===== config.mk =====
export PLATFORM = sky130hd
export DESIGN_NAME = sbox_stream_dec_flat
export DESIGN_NICKNAME = d
export VERILOG_FILES = /design/src/rtl/sbox_stream_dec_if.sv /design/src/rtl/sbox_stream_dec.sv /design/src/flat_wrapper.sv
export SDC_FILE = /design/constraint.sdc
export NUM_CORES = 1
export LEC_CHECK = 0
export ABC_CLOCK_PERIOD_IN_PS = 1900
export BUFFER_PORTS_ARGS = -buffer_cell sky130_fd_sc_hd__buf_4
export CORE_ASPECT_RATIO = 1.75
export CORE_MARGIN = 4
export CORE_UTILIZATION = 32
export CTS_BUF_LIST = sky130_fd_sc_hd__clkbuf_8 sky130_fd_sc_hd__clkbuf_16
export CTS_CLUSTER_SIZE = 25
export DETAILED_ROUTE_END_ITERATION = 10
export GPL_ROUTABILITY_DRIVEN = 0
export HOLD_SLACK_MARGIN = 0.03
export PLACE_DENSITY_LB_ADDON = 0.25
export SLEW_MARGIN = 20
export SYNTH_ARGS = -nofsm -noshare
export SYNTH_HDL_FRONTEND = slang
export SYNTH_SLANG_ARGS = --single-unit

===== constraint.sdc =====
create_clock -name clk -period 1.9 [get_ports clk]
set_input_delay 0.475 -clock clk [delete_from_list [all_inputs] [get_ports clk]]
set_output_delay 0.475 -clock clk [all_outputs]
set_load 0.03 [all_outputs]

===== src/rtl/sbox_stream_dec_if.sv =====
// Byte-stream bus between the ciphertext source, the decryptor and the plaintext consumer.
// The master drives message control and ciphertext; the slave returns plaintext and status.
interface sbox_stream_dec_if #(parameter int CNT_W = 8);
  logic             new_msg;
  logic [7:0]       key;
  logic             in_valid;
  logic [7:0]       in;
  logic             in_ready;
  logic             out_flag;
  logic [7:0]       out;
  logic [CNT_W-1:0] byte_cnt;
  logic             drop_err;

  modport master (
    output new_msg, key, in_valid, in,
    input  in_ready, out_flag, out, byte_cnt, drop_err
  );

  modport slave (
    input  new_msg, key, in_valid, in,
    output in_ready, out_flag, out, byte_cnt, drop_err
  );
endinterface


===== src/rtl/sbox_stream_dec.sv =====
// Byte-serial S-box stream decryptor: pt = INV_SBOX(ct) ^ ks, with the keystream
// advanced on every accepted byte exactly as the matching encryptor does.
module sbox_stream_dec #(
  parameter int CNT_W = 8
) (
  input logic               clk,
  input logic               rst_n,
  sbox_stream_dec_if.slave  bus
);

  typedef enum logic {IDLE, RUN} state_t;

  localparam logic [7:0] INV_SBOX [256] = '{
    8'h52, 8'h09, 8'h6a, 8'hd5, 8'h30, 8'h36, 8'ha5, 8'h38, 8'hbf, 8'h40, 8'ha3, 8'h9e, 8'h81, 8'hf3, 8'hd7, 8'hfb,
    8'h7c, 8'he3, 8'h39, 8'h82, 8'h9b, 8'h2f, 8'hff, 8'h87, 8'h34, 8'h8e, 8'h43, 8'h44, 8'hc4, 8'hde, 8'he9, 8'hcb,
    8'h54, 8'h7b, 8'h94, 8'h32, 8'ha6, 8'hc2, 8'h23, 8'h3d, 8'hee, 8'h4c, 8'h95, 8'h0b, 8'h42, 8'hfa, 8'hc3, 8'h4e,
    8'h08, 8'h2e, 8'ha1, 8'h66, 8'h28, 8'hd9, 8'h24, 8'hb2, 8'h76, 8'h5b, 8'ha2, 8'h49, 8'h6d, 8'h8b, 8'hd1, 8'h25,
    8'h72, 8'hf8, 8'hf6, 8'h64, 8'h86, 8'h68, 8'h98, 8'h16, 8'hd4, 8'ha4, 8'h5c, 8'hcc, 8'h5d, 8'h65, 8'hb6, 8'h92,
    8'h6c, 8'h70, 8'h48, 8'h50, 8'hfd, 8'hed, 8'hb9, 8'hda, 8'h5e, 8'h15, 8'h46, 8'h57, 8'ha7, 8'h8d, 8'h9d, 8'h84,
    8'h90, 8'hd8, 8'hab, 8'h00, 8'h8c, 8'hbc, 8'hd3, 8'h0a, 8'hf7, 8'he4, 8'h58, 8'h05, 8'hb8, 8'hb3, 8'h45, 8'h06,
    8'hd0, 8'h2c, 8'h1e, 8'h8f, 8'hca, 8'h3f, 8'h0f, 8'h02, 8'hc1, 8'haf, 8'hbd, 8'h03, 8'h01, 8'h13, 8'h8a, 8'h6b,
    8'h3a, 8'h91, 8'h11, 8'h41, 8'h4f, 8'h67, 8'hdc, 8'hea, 8'h97, 8'hf2, 8'hcf, 8'hce, 8'hf0, 8'hb4, 8'he6, 8'h73,
    8'h96, 8'hac, 8'h74, 8'h22, 8'he7, 8'had, 8'h35, 8'h85, 8'he2, 8'hf9, 8'h37, 8'he8, 8'h1c, 8'h75, 8'hdf, 8'h6e,
    8'h47, 8'hf1, 8'h1a, 8'h71, 8'h1d, 8'h29, 8'hc5, 8'h89, 8'h6f, 8'hb7, 8'h62, 8'h0e, 8'haa, 8'h18, 8'hbe, 8'h1b,
    8'hfc, 8'h56, 8'h3e, 8'h4b, 8'hc6, 8'hd2, 8'h79, 8'h20, 8'h9a, 8'hdb, 8'hc0, 8'hfe, 8'h78, 8'hcd, 8'h5a, 8'hf4,
    8'h1f, 8'hdd, 8'ha8, 8'h33, 8'h88, 8'h07, 8'hc7, 8'h31, 8'hb1, 8'h12, 8'h10, 8'h59, 8'h27, 8'h80, 8'hec, 8'h5f,
    8'h60, 8'h51, 8'h7f, 8'ha9, 8'h19, 8'hb5, 8'h4a, 8'h0d, 8'h2d, 8'he5, 8'h7a, 8'h9f, 8'h93, 8'hc9, 8'h9c, 8'hef,
    8'ha0, 8'he0, 8'h3b, 8'h4d, 8'hae, 8'h2a, 8'hf5, 8'hb0, 8'hc8, 8'heb, 8'hbb, 8'h3c, 8'h83, 8'h53, 8'h99, 8'h61,
    8'h17, 8'h2b, 8'h04, 8'h7e, 8'hba, 8'h77, 8'hd6, 8'h26, 8'he1, 8'h69, 8'h14, 8'h63, 8'h55, 8'h21, 8'h0c, 8'h7d
  };

  state_t           state;
  state_t           state_nxt;
  logic             accept;
  logic             discard;
  logic [7:0]       ks;
  logic [7:0]       out_q;
  logic             out_flag_q;
  logic             drop_q;
  logic [CNT_W-1:0] cnt_q;

  always_ff @(posedge clk or negedge rst_n) begin
    if (!rst_n) state <= IDLE;
    else        state <= state_nxt;
  end

  // Only reset leaves RUN; new_msg from either state (re)enters it.
  always_comb begin
    state_nxt = state;
    if (bus.new_msg) state_nxt = RUN;
  end

  always_comb begin
    bus.in_ready = (state == RUN);
    accept       = (state == RUN) && bus.in_valid && !bus.new_msg;
    discard      = bus.in_valid && ((state == IDLE) || bus.new_msg);
  end

  // Keystream feedback uses the ciphertext byte so both ends stay in lockstep.
  always_ff @(posedge clk or negedge rst_n) begin
    if (!rst_n) begin
      ks         <= 8'h00;
      out_q      <= 8'h00;
      out_flag_q <= 1'b0;
      drop_q     <= 1'b0;
      cnt_q      <= '0;
    end else begin
      out_flag_q <= 1'b0;
      drop_q     <= discard;
      if (bus.new_msg) begin
        ks    <= bus.key;
        cnt_q <= '0;
      end else if (accept) begin
        out_q      <= INV_SBOX[bus.in] ^ ks;
        out_flag_q <= 1'b1;
        ks         <= {ks[6:0], ks[7]} ^ bus.in;
        if (cnt_q != '1) cnt_q <= cnt_q + CNT_W'(1);
      end
    end
  end

  assign bus.out      = out_q;
  assign bus.out_flag = out_flag_q;
  assign bus.drop_err = drop_q;
  assign bus.byte_cnt = cnt_q;

endmodule

===== src/flat_wrapper.sv =====
// flat-port wrapper written by rule: the top's interface ports become plain ports
module sbox_stream_dec_flat 
#(
  parameter int CNT_W = 8
)
  (clk, rst_n, bus_new_msg, bus_key, bus_in_valid, bus_in, bus_in_ready, bus_out_flag, bus_out, bus_byte_cnt, bus_drop_err);
  sbox_stream_dec_if #(.CNT_W(CNT_W)) bus_i ();
  input logic clk;
  input logic rst_n;
  input wire logic [$bits(bus_i.new_msg)-1:0] bus_new_msg;
  input wire logic [$bits(bus_i.key)-1:0] bus_key;
  input wire logic [$bits(bus_i.in_valid)-1:0] bus_in_valid;
  input wire logic [$bits(bus_i.in)-1:0] bus_in;
  output wire logic [$bits(bus_i.in_ready)-1:0] bus_in_ready;
  output wire logic [$bits(bus_i.out_flag)-1:0] bus_out_flag;
  output wire logic [$bits(bus_i.out)-1:0] bus_out;
  output wire logic [$bits(bus_i.byte_cnt)-1:0] bus_byte_cnt;
  output wire logic [$bits(bus_i.drop_err)-1:0] bus_drop_err;
  assign bus_i.new_msg = bus_new_msg;
  assign bus_i.key = bus_key;
  assign bus_i.in_valid = bus_in_valid;
  assign bus_i.in = bus_in;
  assign bus_in_ready = bus_i.in_ready;
  assign bus_out_flag = bus_i.out_flag;
  assign bus_out = bus_i.out;
  assign bus_byte_cnt = bus_i.byte_cnt;
  assign bus_drop_err = bus_i.drop_err;
  sbox_stream_dec #(.CNT_W(CNT_W)) u_core (.clk(clk), .rst_n(rst_n), .bus(bus_i));
endmodule

Word level (Yosys, flattened, before mapping)
Memories as Yosys holds them, arrays and structs flattened.
Cells that the tools add are included.
{"block": "totals", "ff_bits": 27, "latchBits": 0, "mem_bits_rw": 0, "mem_bits_ro": 2048, "in_bits": 20, "wordCells": 33, "memories": 1}
{"block": "classes", "add_sub_neg": 1, "mul": 0, "div_mod_pow": 0, "magnitude_cmp": 1, "eq_ne": 1, "shift": 0, "muxes": 9, "bitwise": 5, "n_reduce_logical": 9}
{"name": "(name not given)", "words": 256, "width": 8, "rd": 1, "rd_ports_with_merged_regs": 0, "wr": 0, "line_no": "sbox_stream_dec.sv:74", "text": "out_q <= INV_SBOX[bus.in] ^ ks;"}
{"operator": "8-bit two-way mux", "count": 7}
{"operator": "8-bit XOR", "count": 2}
{"operator": "9-bit greater-or-equal comparator, second input constant", "count": 1}
{"operator": "8-bit inverter with 9-bit output", "count": 1}
{"operator": "8-bit by 1-bit adder with 8-bit output, second input constant", "count": 1}
{"operator": "8-bit inequality test, second input constant", "count": 1}
{"operator": "2-bit AND reduction", "count": 2}
{"operator": "2-bit nonzero test", "count": 2}
{"operator": "1-bit logical AND", "count": 3}
{"operator": "1-bit two-way mux", "count": 2}
{"operator": "1-bit inverter", "count": 2}
{"operator": "1-bit zero test", "count": 1}
{"operator": "1-bit logical OR", "count": 1}

Logic depth before layout (Yosys ltp)
Gate-level depths: netlist of the first run.
{"block": "depth", "word_depth": 5, "depth_mapped": 11}

Worst setup path before layout of the first run
Ideal clock, no wire load.
{"block": "synth_path", "path_type": "in2reg", "startpoint": "input port bus_in[1]", "endpoint": "register u_core.out_q[1], in the netlist u_core.bus.out[1]", "arrival_time_ns": 2.699, "slack_ns": -0.930, "path_stages": 11, "n_path_buf": 2, "path_cell_list": "buf_2 > inv_1 > ha_1 > nand2b_1 > clkbuf_1 > o221a_1 > mux4_2 > a221oi_1 > nor4_2 > xnor2_1 > o21ai_1"}
{"block": "synth_via", "elab_chain_cells": 5}
{"element": "from (decl)", "line_no": "flat_wrapper.sv:13", "text": "input wire logic [$bits(bus_i.in)-1:0] bus_in;"}
{"element": "8-bit inverter with 9-bit output (not written as such)", "line_no": "sbox_stream_dec.sv:74"}
{"element": "memory read 256 x 8 bit"}
{"element": "8-bit two-way mux (not written as such) (2 in series)", "line_no": "sbox_stream_dec.sv:74"}
{"element": "8-bit XOR", "line_no": "sbox_stream_dec.sv:74"}
{"element": "to (signal assigned)", "line_no": "sbox_stream_dec.sv:74"}
{"element": "to (decl)", "line_no": "sbox_stream_dec.sv:37", "text": "logic [7:0] out_q;"}
Every way passes these cells. The select of a mux whose other input is x is not followed.
A chain may end at the register's enable or synchronous reset.

Worst setup path after layout of the first run
{"block": "layout_path", "startpoint": "input port bus_in[2]", "endpoint": "register u_core.out_q[1], in the netlist u_core.bus.out[1]"}
The elaborated chain is that of the path after synthesis.

==> metrics, run 1 <==
DR WL/cell 28.54 um; R2R setup slack 110 ps; Seq/Total Area, Yosys between 10% and 20%; fin crit share 135.0%; via/cell ratio slightly below 7; ratio of cells with drive above 1 in the final layout 44.53%; DR pass1 iterations 9; clock power share between 10% and 20%; endpoints failing hold 0; worst reg2reg path startpoint u_core.bus.byte_cnt[3]; setup violators final 8; final instance area 0.007576 mm^2; RSZ-0062 raised after global routing yes; Synth Instances 675; Die Wd about 100 um; Initial Utilization around a third; switching share of power about 44%; status complete, but fails checks; CTS Hold Bufs 0; max_slew headroom ~57%; reg2reg path depth 6; pin count of the biggest net entering global routing 28; count of unique library cells instantiated by Yosys 78; drt drc 0; Post-Syn Area approximately 0.0047 mm^2; min Tclk post-route approximately 2600 ps; sw power approximately 1.5 mW; die area 0.01692 mm^2; Post-synth EDFFs 0; gr usage total ~36%; Async SR Flop Fraction 100.0%; synthesized flop and latch total 27; DR vias about 7300; clk root buf clkbuf_16; number of DRC markers after the initial detailed-route iteration 1437; Syn-to-layout area delta 59.64%; Fmax 389.8 MHz; Hold WC Path Type in2async; first-pass GRT wire length around 46 mm; Pins Over Slew Limit 0; Synth Flop Type dfrtp_1; PwrDens around 440 mW/mm^2; RR Endpoint u_core.bus.byte_cnt[5]; peak supply drop 0.7751 mV; vias in the first global route between 7000 and 8000; Clock Tree Buf Depth 2; initial antenna violation count 0; CP Launch Type input port; CP max FO 11; I/O pins 39; Syn Area/Cell 7.031 um^2; Setup crit end kind flip-flop; port bufs 38; core box area roughly 0.014 mm^2; Worst-path clk slew ~70 ps; Clock Latency Late Sink between 200 and 300 ps; Antenna Cells 0; Critical Path AT about 2700 ps; Setup CP Type in2reg; Routed WL 30.70 mm; Fillers around 1300; Max Cap Viol 0; Worst-Margin Slew between 600 and 700 ps; Comb pwr share between 60% and 70%; final hold slack between 100 and 150 ps; sequential power share roughly a fifth; CTS tree built; chip height about 170 um; htree depth 1; cts bufs inserted 3; failing checks setup timing; Clock Sinks 27; yosys warns 0; synthesized net count around 720; grt total ovfl 0; Pleak between 3 and 4 nW; CP required between 2000 and 2500 ps; antenna viol nets, final 0; final worst slack -665.5 ps; site row count 58; final HPWL from detailed placement ~22 mm; internal power ~1.9 mW; Area after DPL 0.006855 mm^2; Fin Clk Skew between 5 and 6 ps; nets 937
final cells by class:
type	instances	area [um^2]	area share, %
clock buffers	3	75.07	0.9909
clock inverters	1	3.754	0.04955
inverters	15	70.07	0.9249
multi-input cells	560	4155	54.85
flip-flops and latches	27	675.6	8.918
well taps	180	225.2	2.973
repair buffers	290	2371	31.30
flip-flops by register name, indices dropped and copies added (netlist names):
register and flops:
u_core.bus.in_ready 1, u_core.bus.byte_cnt 8, u_core.ks 8, u_core.bus.out 8
u_core.bus.drop_err 1, u_core.bus.out_flag 1
Yosys cell counts (5+ instances only):
cell	n	area, um^2
nand2_1	68	255.2
a21oi_1	57	285.3
nor2_1	56	210.2
clkbuf_1	33	123.9
nand3_1	33	165.2
o21ai_0	33	165.2
dfrtp_1	27	675.7
buf_2	26	130.1
nand2b_1	26	162.7
ha_1	20	250.2
a31oi_1	18	112.6
nor3_1	15	75.07
xnor2_1	14	122.6
a221oi_1	12	105.1
a211oi_1	11	82.58
mux2i_1	11	110.1
o211ai_1	11	82.58
inv_1	10	37.54
xor2_1	10	87.58
nor2b_1	9	56.30
or2_2	8	50.05
a311oi_1	7	61.31
and2_1	7	43.79
o221ai_1	7	61.31
o22ai_1	7	43.79
o311ai_0	7	61.31
or3_1	7	43.79
buf_1	6	22.52
a21o_1	5	37.54
and3_1	5	31.28
buf_6	5	56.30
mux2_2	5	56.30
nand4_1	5	31.28
nor4_1	5	31.28
cell usage in the layout, fill, tap and decap left out, types with 7 or more instances in the layout:
master    netlist  layout
dfrtp_1        27      27
inv_1          10       8
buf_6           5      11
nand2b_1       26      16
o21ai_0        33      26
xnor2_1        14      14
mux2i_1        11      10
a21oi_1        57      51
o21ai_1         4       7
ha_4            0       7
buf_4           1     266
nand3_1        33      32
a31oi_1        18      17
nand2_1        68      63
nor3_1         15      12
xor2_1         10      10
a211oi_1       11       8
nor2_1         56      52
buf_12          1      11
o221ai_1        7       7
o211ai_1       11      11
ha_1           20      12
power by group through the flow:
stage	clock network, mW	registers (mW)	logic, mW
after floorplan	0	0.790	0.841
after CTS	0.496	0.712	1.98
after global placement	0	0.719	1.83
final	0.480	0.713	2.16
after global routing	0.514	0.722	2.24
after detailed placement	0	0.722	1.83
worst max path at each step:
stage / cells after the start / end / start / slack, ps
3_3_place_gp: 13 / u_core.bus.out[0] / bus_in[0] / -1070
3_5_place_dp: 11 / u_core.bus.out[7] / bus_in[0] / -1070
5_1_grt: 12 / u_core.bus.out[5] / bus_in[0] / -670
2_1_floorplan: 10 / u_core.bus.out[1] / bus_in[0] / -600
4_1_cts: 10 / u_core.bus.out[1] / bus_in[0] / -520
6_report: 11 / u_core.bus.out[1] / bus_in[2] / -670
stage by stage:
step	worst slack [ps]	util [%]	instances	power [mW]	TNS (ps)
after global placement	-1074	47.47	1061	2.551	-7769
after global routing	-672.4	52.46	1076	3.477	-4688
final	-665.5	52.46	1076	3.356	-4213
after detailed placement	-1074	47.47	1061	2.555	-7642
after CTS	-516.4	51.26	1073	3.190	-3410
after floorplan	-595.5	-	675	1.630	-3624
critical path: stages:
cell and delay, ps:
buf_6 140, buf_4 140, buf_4 140, buf_4 130, nor2_1 490, nor3_1 130, a211oi_1 430, nor4_1 140
nor4_2 240, xnor2_1 160, o21ai_1 90
timing repair:
item / CTS / global route
pin swaps: 42 / 15
endpoints found under the hold margin: 0 / 0
setup buffers: 9 / 3
cloned: 0 / 0
gates resized for setup: 88 / 33
endpoints found under the setup margin: 8 / 8
cells by family (layout without fill, tap and decap cells):
family                     after synthesis  count (layout)  synth area share, %
muxes                                   19              19                4.930
adders and majority gates               20              20                5.273
xor gates and xnor gates                24              24                4.429
DFF                                     27              27                14.24
and+or+nand+nor                        260             260                27.21
buffers and inverters                   88             309                9.096
AOI/OAI and AO/OA                      237             237                34.83
routing by layer:
metal  GRT usage [%]  wire (um)  up-vias
met3           8.701       3739      300
met1           38.78       9116     3302
met2           59.20      13790      719
li1                -          -     2985
met4           29.97       4061        0
met5               0          0        -
No activity file was read; power rests on OpenSTA's default activity.
==> inputs of run 2 (changes only) <==
- MAX_ROUTING_LAYER: default -> met4
==> run 2 against run 1 <==
Global-route usage rose by 0.95 points. Clock power is essentially flat. Sequential power hardly changed. Critical path type unchanged. Die area is the same. First-iteration DRC count is 1.2% lower. The run still ends with setup timing left.
==> metrics, run 2 (same netlist as run 1, synthesis figures left out) <==
peak supply drop 0.7736 mV (was 0.7751 mV); final hold slack 113.7 ps (was 115.4 ps); nets 942 (was 937); reg2reg path depth 6 (unchanged); final HPWL from detailed placement 22.02 mm (unchanged); htree depth 1 (unchanged); final instance area 0.007776 mm^2 (was 0.007576 mm^2); first-pass GRT wire length 45.75 mm (was 45.85 mm); drt drc 0 (unchanged); antenna viol nets, final 0 (unchanged); Clock Latency Late Sink 270 ps (about the same); Critical Path AT 2690 ps (was 2720 ps); Fin Clk Skew 7.002 ps (was 5.812 ps); I/O pins 39 (unchanged); ratio of cells with drive above 1 in the final layout 46.39% (was 44.53%); max layer used met4 (unchanged); Routed WL 31.02 mm (was 30.70 mm); Metal-1 WL 9.497 mm (was 9.116 mm); core box area 0.01444 mm^2 (unchanged); most used cell, CP buf_4 (unchanged); Antenna Cells 0 (unchanged); Worst-Margin Slew 615.2 ps (was 647.0 ps); endpoints failing hold 0 (unchanged); CP max FO 11 (unchanged); chip height 169.1 um (unchanged); met3 WL 3.666 mm (was 3.739 mm); Fmax 393.5 MHz (was 389.8 MHz); Worst path slowest cell nor2_1 (unchanged); Setup TNS -4210 ps (was -4213 ps); CTS Hold Bufs 0 (unchanged); max_slew headroom 58.83% (was 56.71%); Crit path largest cell delay 470 ps (was 490 ps); Clock Sinks 27 (unchanged); multi-input combinational cell area 0.004264 mm^2 (was 0.004155 mm^2); Setup crit end kind flip-flop (unchanged); cell family with most CP delay simple AND/OR/NAND/NOR gates (unchanged); Pleak 3.333 nW (was 3.264 nW); min Tclk post-route 2542 ps (was 2565 ps); DR WL/cell 28.69 um (was 28.54 um); CP Depth 11 (unchanged); initial antenna violation count 0 (unchanged); die area 0.01692 mm^2 (unchanged); vias in the first global route 7357 (was 7410); DR pass1 iterations 8 (was 9); Worst-path clk slew 70 ps (about the same); CP required 2050 ps (about the same); fin crit share 133.8% (was 135.0%); DR vias 7361 (was 7306); gr usage total 37.13% (was 36.18%); Fillers 1302 (was 1338); Max Cap Viol 0 (unchanged); Syn-to-layout area delta 63.85% (was 59.64%); setup violators final 8 (unchanged); Area after DPL 0.006855 mm^2 (unchanged); pin count of the biggest net entering global routing 28 (unchanged); CTS tree built (unchanged); RSZ-0062 raised after global routing yes (unchanged); Hold WC Path Type in2async (unchanged); most common cell after layout, fill and taps aside buf_4 (unchanged); final worst slack -641.6 ps (was -665.5 ps); FF/Latch Area 675.6 um^2 (unchanged); clk root buf clkbuf_16 (unchanged); Die Wd 100.1 um (unchanged); most frequent cells in the layout buf_4, nand2_1, nor2_1, a21oi_1, nand3_1 (unchanged); Initial Utilization 32.86% (unchanged); status complete, but fails checks (unchanged); failing checks setup timing (unchanged); port bufs 38 (unchanged); Clock Tree Buf Depth 2 (unchanged); CP Launch Type input port (unchanged); Setup CP Type in2reg (unchanged); via/cell ratio 6.809 (was 6.790); grt total ovfl 0 (unchanged); Buf+Inv Stages, Crit Path 4 (unchanged); number of DRC markers after the initial detailed-route iteration 1420 (was 1437); Pins Over Slew Limit 0 (unchanged); site row count 58 (unchanged); metal2 WL 13.78 mm (was 13.79 mm); PwrDens 439.8 mW/mm^2 (was 443.0 mW/mm^2); cts bufs inserted 3 (unchanged); CP Cell Sequence buf_6 -> buf_4 -> buf_4 -> buf_4 -> nor2_1 -> nor3_1 -> a211oi_1 -> nor4_1 -> nor4_2 -> xnor2_1 -> o21ai_1 (unchanged)
run 2: report_power, final:
group / switching [mW] / internal [mW] / leakage, nW
Sequential: 0.0742 / 0.640 / 0.340
Combinational: 1.25 / 0.974 / 2.95
Clock: 0.199 / 0.282 / 0.0423
Total: 1.52 / 1.90 / 3.33
run 2: cell type report:
| type | count | share of cell area [%] |
|---|---|---|
| flip-flops and latches | 27 | 8.689 |
| clock buffers | 3 | 0.9654 |
| repair buffers | 295 | 31.67 |
| clock inverters | 1 | 0.04827 |
| multi-input cells | 560 | 54.84 |
| inverters | 15 | 0.9010 |
| well taps | 180 | 2.896 |
run 2: worst register-to-register path, cell delays in order (launching register included):
cell and delay (ps):
dfrtp_1 440, and4_1 240, a41oi_1 390, o2111a_1 310, nand3_1 110, xor2_1 140
nor2_1 50
run 2: final timing paths:
check | start | endpoint | slack (ps)
worst max register to register | u_core.bus.byte_cnt[3] | u_core.bus.byte_cnt[5] | 110
min in group clk | bus_key[3] | u_core.ks[3] | 420
worst max-delay path | bus_in[2] | u_core.bus.out[1] | -640
worst min-delay path | rst_n | u_core.bus.byte_cnt[2] | 110
worst min register to register | u_core.bus.out[6] | u_core.bus.out[6] | 500
max in group asynchronous | rst_n | u_core.bus.drop_err | 1530
run 2: what timing repair did:
action,4_1_cts,5_1_grt
pin swaps,42,41
gates resized for setup,88,58
setup buffers,9,8
endpoints found under the setup margin,8,8
gates cloned,0,1
hold endpoints to repair,0,0
run 2: through the flow:
step / util, % / total power, mW / instances / setup slack, ps
2_1_floorplan: - / 1.630 / 675 / -595.5
3_3_place_gp: 47.47 / 2.551 / 1061 / -1074
3_5_place_dp: 47.47 / 2.555 / 1061 / -1074
4_1_cts: 51.26 / 3.190 / 1073 / -516.4
5_1_grt: 53.85 / 3.547 / 1081 / -679.4
6_report: 53.85 / 3.420 / 1081 / -641.6
run 2: metal layers:
layer / track usage, % / vias up
met4: 30.09 / 0
met1: 37.92 / 3315
met2: 58.88 / 724
li1: - / 2992
met3: 9.938 / 330
met5: - / -
